<file path="config.mk">
export PLATFORM = sky130hd
export DESIGN_NAME = accum_feeder_flat
export DESIGN_NICKNAME = d
export VERILOG_FILES = /design/src/rtl/accum_feeder_if.sv /design/src/rtl/accum_feeder.sv /design/src/flat_wrapper.sv
export SDC_FILE = /design/constraint.sdc
export NUM_CORES = 1
export LEC_CHECK = 0
export CAP_MARGIN = 20
export CORE_MARGIN = 8
export CORE_UTILIZATION = 41
export DETAILED_ROUTE_END_ITERATION = 7
export PLACE_DENSITY_LB_ADDON = 0.1
export SLEW_MARGIN = 5
export SYNTH_ARGS = -nofsm -noshare
export SYNTH_HDL_FRONTEND = slang
export SYNTH_SLANG_ARGS = --single-unit
</file>
<file path="constraint.sdc">
create_clock -name clk -period 5.1 [get_ports clk]
set_clock_uncertainty 0.2 [all_clocks]
set_input_delay 1.02 -clock clk [delete_from_list [all_inputs] [get_ports clk]]
set_output_delay 1.02 -clock clk [all_outputs]
set_load 0.01 [all_outputs]
</file>
<file path="src/rtl/accum_feeder_if.sv">
// Weight load, evaluation request and term-stream bundle
// for the accum_feeder sequencer.
interface accum_feeder_if #(
  parameter int N  = 8,
  parameter int WW = 13
);
  localparam int AW = (N > 1) ? $clog2(N) : 1;

  logic                 wload;
  logic [AW-1:0]        waddr;
  logic signed [WW-1:0] wdata;
  logic                 start;
  logic [N-1:0]         xvec;

  logic                 acc_clr;
  logic [WW-1:0]        feed;
  logic                 addflag;
  logic                 feed_valid;
  logic                 busy;
  logic                 done;
  logic signed [WW:0]   sum;
  logic                 sigma;

  modport master (
    output wload, waddr, wdata, start, xvec,
    input  acc_clr, feed, addflag, feed_valid,
    input  busy, done, sum, sigma
  );

  modport slave (
    input  wload, waddr, wdata, start, xvec,
    output acc_clr, feed, addflag, feed_valid,
    output busy, done, sum, sigma
  );
endinterface

</file>
<file path="src/rtl/accum_feeder.sv">
// Streams |w_i| with add/sub flags to an external accumulator
// and keeps a saturated local total plus its sign.
module accum_feeder #(
  parameter int N  = 8,
  parameter int WW = 13
) (
  input logic           clk,
  input logic           rst,
  accum_feeder_if.slave bus
);
  localparam int IW = (N > 1) ? $clog2(N) : 1;
  localparam int SW = WW + 1;
  localparam int EW = WW + 2;
  localparam logic [IW-1:0] LAST = IW'(N - 1);
  localparam logic signed [EW-1:0] SMAX = {2'b00, {WW{1'b1}}};
  localparam logic signed [EW-1:0] SMIN = {2'b11, {WW{1'b0}}};

  typedef enum logic [1:0] {
    IDLE,
    CLEAR,
    STREAM,
    DONE
  } state_t;

  state_t               state_q;
  state_t               state_d;
  logic [IW-1:0]        idx_q;
  logic [IW-1:0]        idx_d;

  logic [WW-1:0]        w_q [N];
  logic [N-1:0]         x_q;
  logic signed [SW-1:0] acc_q;

  logic                 acc_clr_q;
  logic [WW-1:0]        feed_q;
  logic                 addflag_q;
  logic                 valid_q;
  logic                 busy_q;
  logic                 done_q;
  logic signed [SW-1:0] sum_q;
  logic                 sigma_q;

  logic                 accept;
  logic                 wr_en;
  logic [WW-1:0]        wsel;
  logic                 xsel;
  logic [WW-1:0]        mag_d;
  logic                 add_d;
  logic signed [EW-1:0] ext;
  logic signed [EW-1:0] term;
  logic signed [EW-1:0] raw;
  logic signed [EW-1:0] sat;
  logic signed [SW-1:0] acc_nxt;

  assign accept = (state_q == IDLE) && bus.start;
  assign wr_en  = (state_q == IDLE) && bus.wload
               && (32'(bus.waddr) < 32'(N));

  assign bus.acc_clr    = acc_clr_q;
  assign bus.feed       = feed_q;
  assign bus.addflag    = addflag_q;
  assign bus.feed_valid = valid_q;
  assign bus.busy       = busy_q;
  assign bus.done       = done_q;
  assign bus.sum        = sum_q;
  assign bus.sigma      = sigma_q;

  // State and term index register
  always_ff @(posedge clk or negedge rst) begin
    if (!rst) begin
      state_q <= IDLE;
      idx_q   <= '0;
    end else begin
      state_q <= state_d;
      idx_q   <= idx_d;
    end
  end

  // Next state: one clear cycle, N stream cycles, one done cycle
  always_comb begin
    state_d = state_q;
    idx_d   = idx_q;
    unique case (state_q)
      IDLE: begin
        if (bus.start) begin
          state_d = CLEAR;
          idx_d   = '0;
        end
      end
      CLEAR: begin
        state_d = STREAM;
        idx_d   = '0;
      end
      STREAM: begin
        if (idx_q == LAST) begin
          state_d = DONE;
        end else begin
          idx_d = idx_q + IW'(1);
        end
      end
      DONE: begin
        state_d = IDLE;
      end
      default: begin
        state_d = IDLE;
        idx_d   = '0;
      end
    endcase
  end

  // Magnitude and direction of the term presented next cycle
  always_comb begin
    wsel  = w_q[idx_d];
    xsel  = x_q[idx_d];
    mag_d = wsel[WW-1] ? (~wsel + WW'(1)) : wsel;
    add_d = (wsel == '0) || (wsel[WW-1] ^ xsel);
  end

  // Saturating update of the local total with the current term
  always_comb begin
    ext  = {acc_q[SW-1], acc_q};
    term = {2'b00, feed_q};
    raw  = addflag_q ? (ext + term) : (ext - term);
    sat  = raw;
    if (raw > SMAX) begin
      sat = SMAX;
    end else if (raw < SMIN) begin
      sat = SMIN;
    end
    acc_nxt = sat[SW-1:0];
  end

  // Weight file writes in IDLE and input vector latch on start
  always_ff @(posedge clk or negedge rst) begin
    if (!rst) begin
      for (int i = 0; i < N; i++) begin
        w_q[i] <= '0;
      end
      x_q <= '0;
    end else begin
      if (wr_en) begin
        w_q[bus.waddr] <= bus.wdata;
      end
      if (accept) begin
        x_q <= bus.xvec;
      end
    end
  end

  // Local total; published result only changes entering DONE
  always_ff @(posedge clk or negedge rst) begin
    if (!rst) begin
      acc_q   <= '0;
      sum_q   <= '0;
      sigma_q <= 1'b0;
    end else begin
      if (accept) begin
        acc_q <= '0;
      end else if (state_q == STREAM) begin
        acc_q <= acc_nxt;
      end
      if (state_q == STREAM && state_d == DONE) begin
        sum_q   <= acc_nxt;
        sigma_q <= !acc_nxt[SW-1] && (acc_nxt != '0);
      end
    end
  end

  // Registered outputs derived from the upcoming state
  always_ff @(posedge clk or negedge rst) begin
    if (!rst) begin
      acc_clr_q <= 1'b0;
      feed_q    <= '0;
      addflag_q <= 1'b0;
      valid_q   <= 1'b0;
      busy_q    <= 1'b0;
      done_q    <= 1'b0;
    end else begin
      acc_clr_q <= (state_d == CLEAR);
      valid_q   <= (state_d == STREAM);
      feed_q    <= (state_d == STREAM) ? mag_d : '0;
      addflag_q <= (state_d == STREAM) && add_d;
      busy_q    <= (state_d != IDLE);
      done_q    <= (state_d == DONE);
    end
  end
endmodule
</file>
<file path="src/flat_wrapper.sv">
// flat-port wrapper written by rule: the top's interface ports become plain ports
module accum_feeder_flat 
#(
  parameter int N  = 8,
  parameter int WW = 13
)
  (clk, rst, bus_wload, bus_waddr, bus_wdata, bus_start, bus_xvec, bus_acc_clr, bus_feed, bus_addflag, bus_feed_valid, bus_busy, bus_done, bus_sum, bus_sigma);
  accum_feeder_if #(.N(N), .WW(WW)) bus_i ();
  input logic clk;
  input logic rst;
  input wire logic [$bits(bus_i.wload)-1:0] bus_wload;
  input wire logic [$bits(bus_i.waddr)-1:0] bus_waddr;
  input wire logic [$bits(bus_i.wdata)-1:0] bus_wdata;
  input wire logic [$bits(bus_i.start)-1:0] bus_start;
  input wire logic [$bits(bus_i.xvec)-1:0] bus_xvec;
  output wire logic [$bits(bus_i.acc_clr)-1:0] bus_acc_clr;
  output wire logic [$bits(bus_i.feed)-1:0] bus_feed;
  output wire logic [$bits(bus_i.addflag)-1:0] bus_addflag;
  output wire logic [$bits(bus_i.feed_valid)-1:0] bus_feed_valid;
  output wire logic [$bits(bus_i.busy)-1:0] bus_busy;
  output wire logic [$bits(bus_i.done)-1:0] bus_done;
  output wire logic [$bits(bus_i.sum)-1:0] bus_sum;
  output wire logic [$bits(bus_i.sigma)-1:0] bus_sigma;
  assign bus_i.wload = bus_wload;
  assign bus_i.waddr = bus_waddr;
  assign bus_i.wdata = bus_wdata;
  assign bus_i.start = bus_start;
  assign bus_i.xvec = bus_xvec;
  assign bus_acc_clr = bus_i.acc_clr;
  assign bus_feed = bus_i.feed;
  assign bus_addflag = bus_i.addflag;
  assign bus_feed_valid = bus_i.feed_valid;
  assign bus_busy = bus_i.busy;
  assign bus_done = bus_i.done;
  assign bus_sum = bus_i.sum;
  assign bus_sigma = bus_i.sigma;
  accum_feeder #(.N(N), .WW(WW)) u_core (.clk(clk), .rst(rst), .bus(bus_i));
endmodule
</file>
# After elaboration in Yosys (flattened, before gate mapping)
# Cells that the tools add are included.
# W data, S select, Z words.
# totals
word_cells,75
latchBits,0
ram_bits,0
register_bits,164
input_bits,28
mem_bits_ro,0
output_inout_bits,33
memories,0
# op_classes
n_eq_ne,7
addsub,4
reduce_logical,13
shift,0
div,0
bitwise_logic,4
mul,0
magnitude_cmp,6
mux,21
# ops
cell,n
$bwmux W104,1
$mux W13,5
$mux W14,4
$bmux W13 S3,1
$demux W13 S3,1
$add A14 B14 Y15,1
$gt A15 B14 Y1 const B,1
$lt A15 B14 Y1 const B,1
$mux W15,1
$sub A14 B14 Y15,1
$reduce_bool A14 Y1,1
$add A13 B1 Y13 const B,1
$logic_not A13 Y1,1
$not A13 Y13,1
$pmux W3 S3,1
$eq A2 B2 Y1 const B,4
$ge A4 B4 Y1 const B,2
$not A3 Y4,2
$pmux W2 S4,1
$logic_and A1 B1 Y1,6
$mux W3,2
$eq A2 B1 Y1 const B,2
$lt A3 B4 Y1 const B,1
$lt A4 B1 Y1 const B,1
10 further kinds,12

# Longest topological paths before layout
# logic_depth
word_depth,11
ltp_mapped,17
mapped_depth_nobuf,16

# Worst setup path before layout
# No wires, ideal clock.
# synth_path
path_kind,register to register
startpoint,register u_core.feed_q[0] (netlist: u_core.bus.feed[0])
endpoint,register u_core.acc_q[9]
required_time_ns,4.763
stages_incl_launch_ff,17
arrival_ns,3.914
n_path_buf,1
setup_ns,0.137
setup_slack_ns,0.849
synth_period_minus_slack_ns,4.251
path_cell_list,dfrtp_1 inv_1 ha_1 or4b_4 nor4_4 a31oi_1 xor2_1 ha_1 and3_1 a221o_1 a211oi_1 xor2_1 buf_2 a21oi_1 o211a_1 nor4_2 a21oi_1
# synth_between
elab_chain_len,7
elab_cells_between_ends,9
classes_between,2 x add/sub; 2 x order compare; 5 x mux
# synth_rtl
item,line,rtl
from (decl),accum_feeder.sv:35,logic [WW-1:0] feed_q;
from (signal assigned),accum_feeder.sv:181,feed_q <= (state_d == STREAM) ? mag_d : '0;
$sub A14 B14 Y15 / $add A14 B14 Y15 (equally long branches),accum_feeder.sv:123,raw = addflag_q ? (ext + term) : (ext - term);
$mux W15 *,accum_feeder.sv:123,
$lt A15 B14 Y1,accum_feeder.sv:127,end else if (raw < SMIN) begin
$mux W14,accum_feeder.sv:127,
$mux W14 *,accum_feeder.sv:125,if (raw > SMAX) begin
$mux W14 *,accum_feeder.sv:159,end else if (state_q == STREAM) begin
$mux W14 *,accum_feeder.sv:157,if (accept) begin
to (signal assigned),accum_feeder.sv:160,acc_q <= acc_nxt;
to (decl),accum_feeder.sv:32,logic signed [SW-1:0] acc_q;
# Every way passes the cells marked *; elsewhere a longest branch is shown, timed or not. The select of a mux whose other input is x is not followed.
# A chain may end at the register's enable or synchronous reset.

# Final worst setup path
# Same ends and word-level chain as after synthesis.

==> results_dict.tcl <==
set metrics [dict create \
    status "completed" \
    r2r_slack_ns 0.43 \
    period_minus_slack_ns 4.667 \
    synth_commonest_cells "164 x dfrtp_1, 107 x mux2_2, 99 x nand2_1, 52 x nor2_1, 34 x a21oi_1" \
    crit_required_ns 5.18 \
    ys_types 93 \
    synth_enable_flop_cells 0 \
    drtIter0Drc 458 \
    cp_max_fo 6 \
    yosys.area.top_type "dfrtp_1" \
    pre_cts_ws_ns 0.4377 \
    drt_first_pass_iters 5 \
    cp_cell_sequence "inv_1 > ha_1 > or4b_4 > nor4_4 > a31oi_1 > xor2_1 > ha_1 > and3_1 > a221o_1 > a211oi_1 > xnor2_1 > a21oi_1 > o311ai_0 > nor4_2 > a21oi_1" \
    fp.dieH_um 163.9 \
    rsz0062_at_grt "false" \
    worst_pin_slew_ns 1.055 \
    hp-class "register to register" \
    synthTopCellsByArea "dfrtp_1 46%, mux2_2 13%, nand2_1 4.1%" \
    yosysTopAreaCellShare 0.4579 \
    drc 0 \
    r2r-start "u_core.bus.feed[0]" \
    cts_resized 0 \
    synthCells 828 \
    slowest_delay_ns 0.50 \
    ant_nets 0 \
    cts_sinks 164 \
    post-route-util 0.4844 \
    place_inst 1140 \
    via_per_inst 5.690 \
    area_growth_pct 16.86 \
    hold_buffers 0 \
    cts_made_buffers 17 \
    critPathCaptureType "register" \
    h-tree-depth 4 \
    crit_arrival_ns 4.75 \
    grt_use_total 0.1830 \
    timing.fmax_mhz 214.3 \
    reg2reg_depth 15 \
    min_path_cells 2 \
    worst-setup-path-type "register to register" \
    finalSetupViolations 0 \
    cp_top_family "compound AO/OA/AOI/OAI gates" \
    yosysWarnings 0 \
    fp-row-count 54 \
    setup-tns-final_ns 0 \
    io_buffers 60 \
    clk_latency_ns 0.42 \
    min_from "u_core.bus.sum[5]" \
    hold_path_end "u_core.bus.sum[5]" \
    clk_pin_slew_ns 0.07 \
    dieArea_um2 26850 \
    cts.path.max_buffers 2 \
    grt_pass1_wl_mm 38.37 \
    slew_viol_final 0 \
    syn_nets 880 \
    ys_ff_latch 164 \
    relSlewSlack 0.2957 \
    antenna_found_initial 0 \
    n_fill_cell 1960 \
    ios 61 \
    ys_seq_area_frac 0.4579 \
    cts_setup_buffers 0 \
    mappedNetlistArea_um2 8962 \
    final-hold-violation-count 0 \
    core-area_um2 21620 \
    cp_num_buf_inv 1 \
    synth_async_sr_flop_share 1.000 \
    vias 6663 \
    dp_hpwl_mm 16.98 \
    gp_congestion 0.8576 \
    overflow 0 \
    slowest_stage "or4b_4" \
    fin_ws_ns 0.4331 \
    maxCapViolCount 0 \
    final_nets 931 \
    layoutNonFillerInstCount 1171 \
    fin_crit_sh 0.9151 \
    reg2reg_to "u_core.acc_q[9]" \
    drive_gt1_frac 0.2222 \
    start_kind "register" \
    post_synth.cell_area_avg_um2 10.82 \
    cts_tree "yes" \
    synth_flop_cell "dfrtp_1" \
    avgRoutedWirePerCell_um 20.32 \
    start_util 0.4145 \
    first_global_vias 6966 \
    wl_mm 23.79 \
    dieWidth_um 163.9 \
    startpoint "u_core.bus.feed[0]" \
    synth_most_common_cell "dfrtp_1" \
    n_antenna_cell 0 \
    root_buffer "clkbuf_16" \
    grt_max_degree 84 \
]
[worst min-delay path, delay by kind of cell (launching register included)]
family             cells  cell delay, ns
AOI/OAI and AO/OA      1            0.06
DFF                    1            0.34
and+or+nand+nor        1            0.05
[registers in the layout, indices dropped and copies added, names as in the netlist]
signal and cells:
u_core.w_q 104, u_core.acc_q 14, u_core.bus.sum 14, u_core.bus.feed 13, u_core.x_q 8, u_core.idx_q 3
u_core.state_q 2, u_core.bus.acc_clr 1, u_core.bus.addflag 1, u_core.bus.busy 1, u_core.bus.done 1, u_core.bus.feed_valid 1
u_core.bus.sigma 1
[stage by stage]
stage          area, um2  hold slack, ns
3_5_place_dp        9852          0.2726
3_3_place_gp        9852          0.2659
5_1_grt            10470          0.3035
2_1_floorplan       8962          0.2374
6_report           10470          0.2805
4_1_cts            10470          0.2879
[kinds of logic after synthesis]
logic type,count (synthesis),synth area share
and+or+nand+nor,245,0.1368
adders and majority gates,32,0.04328
DFF,164,0.4579
AOI/OAI and AO/OA,175,0.1474
xor gates and xnor gates,33,0.03309
buffers and inverters,60,0.03253
muxes,119,0.1490
[routing by layer]
layer	share of wire	routed length, um	GRT usage	up-vias
met1	0.46	10960	0.2397	3333
met3	0.042	991	0.03183	33
met5	0	0	0	-
met2	0.48	11410	0.3026	175
met4	0.018	429	0.05992	0
li1	-	-	-	3122
[worst max-delay path by stage]
stage	cells past startpoint	slack [ns]	endpoint
4_1_cts	15	0.43	u_core.acc_q[9]
5_1_grt	15	0.11	u_core.acc_q[9]
2_1_floorplan	16	0.85	u_core.acc_q[9]
3_5_place_dp	15	0.44	u_core.acc_q[9]
3_3_place_gp	15	0.60	u_core.acc_q[9]
6_report	15	0.43	u_core.acc_q[9]
[area by class of cell]
class                   instances  area, um2  area share
clock inverters                12      168.9     0.01613
inverters                      18      72.57    0.006929
repair buffers                 74      732.0     0.06988
well taps                     280      350.3     0.03345
clock buffers                  19      452.9     0.04324
multi-input cells             604       4593      0.4385
flip-flops and latches        164       4104      0.3918
[layout by cell type, fill, tap and decap left out, types with 4 or more instances in the layout]
cell,instances
and2_1,4
a21o_1,8
a211oi_2,7
clkbuf_16,17
o21ai_0,26
nand3_1,12
xnor2_1,11
inv_1,15
maj3_1,8
a21oi_1,34
nand4_1,7
nor2_1,48
dfrtp_1,164
buf_4,12
mux2_2,107
ha_1,23
a31oi_1,6
o211ai_1,7
xor2_1,21
a211oi_1,21
nor3b_1,6
mux2i_1,10
and3_1,23
nand2_1,99
clkdlybuf4s50_1,59
a311o_1,12
nand2b_1,5
o21ai_1,5
nor4_1,4
clkinv_4,4
nor2_2,4
Power is not shown: default switching activity piles up to over one toggle a cycle in this logic, so the estimate is an artifact.
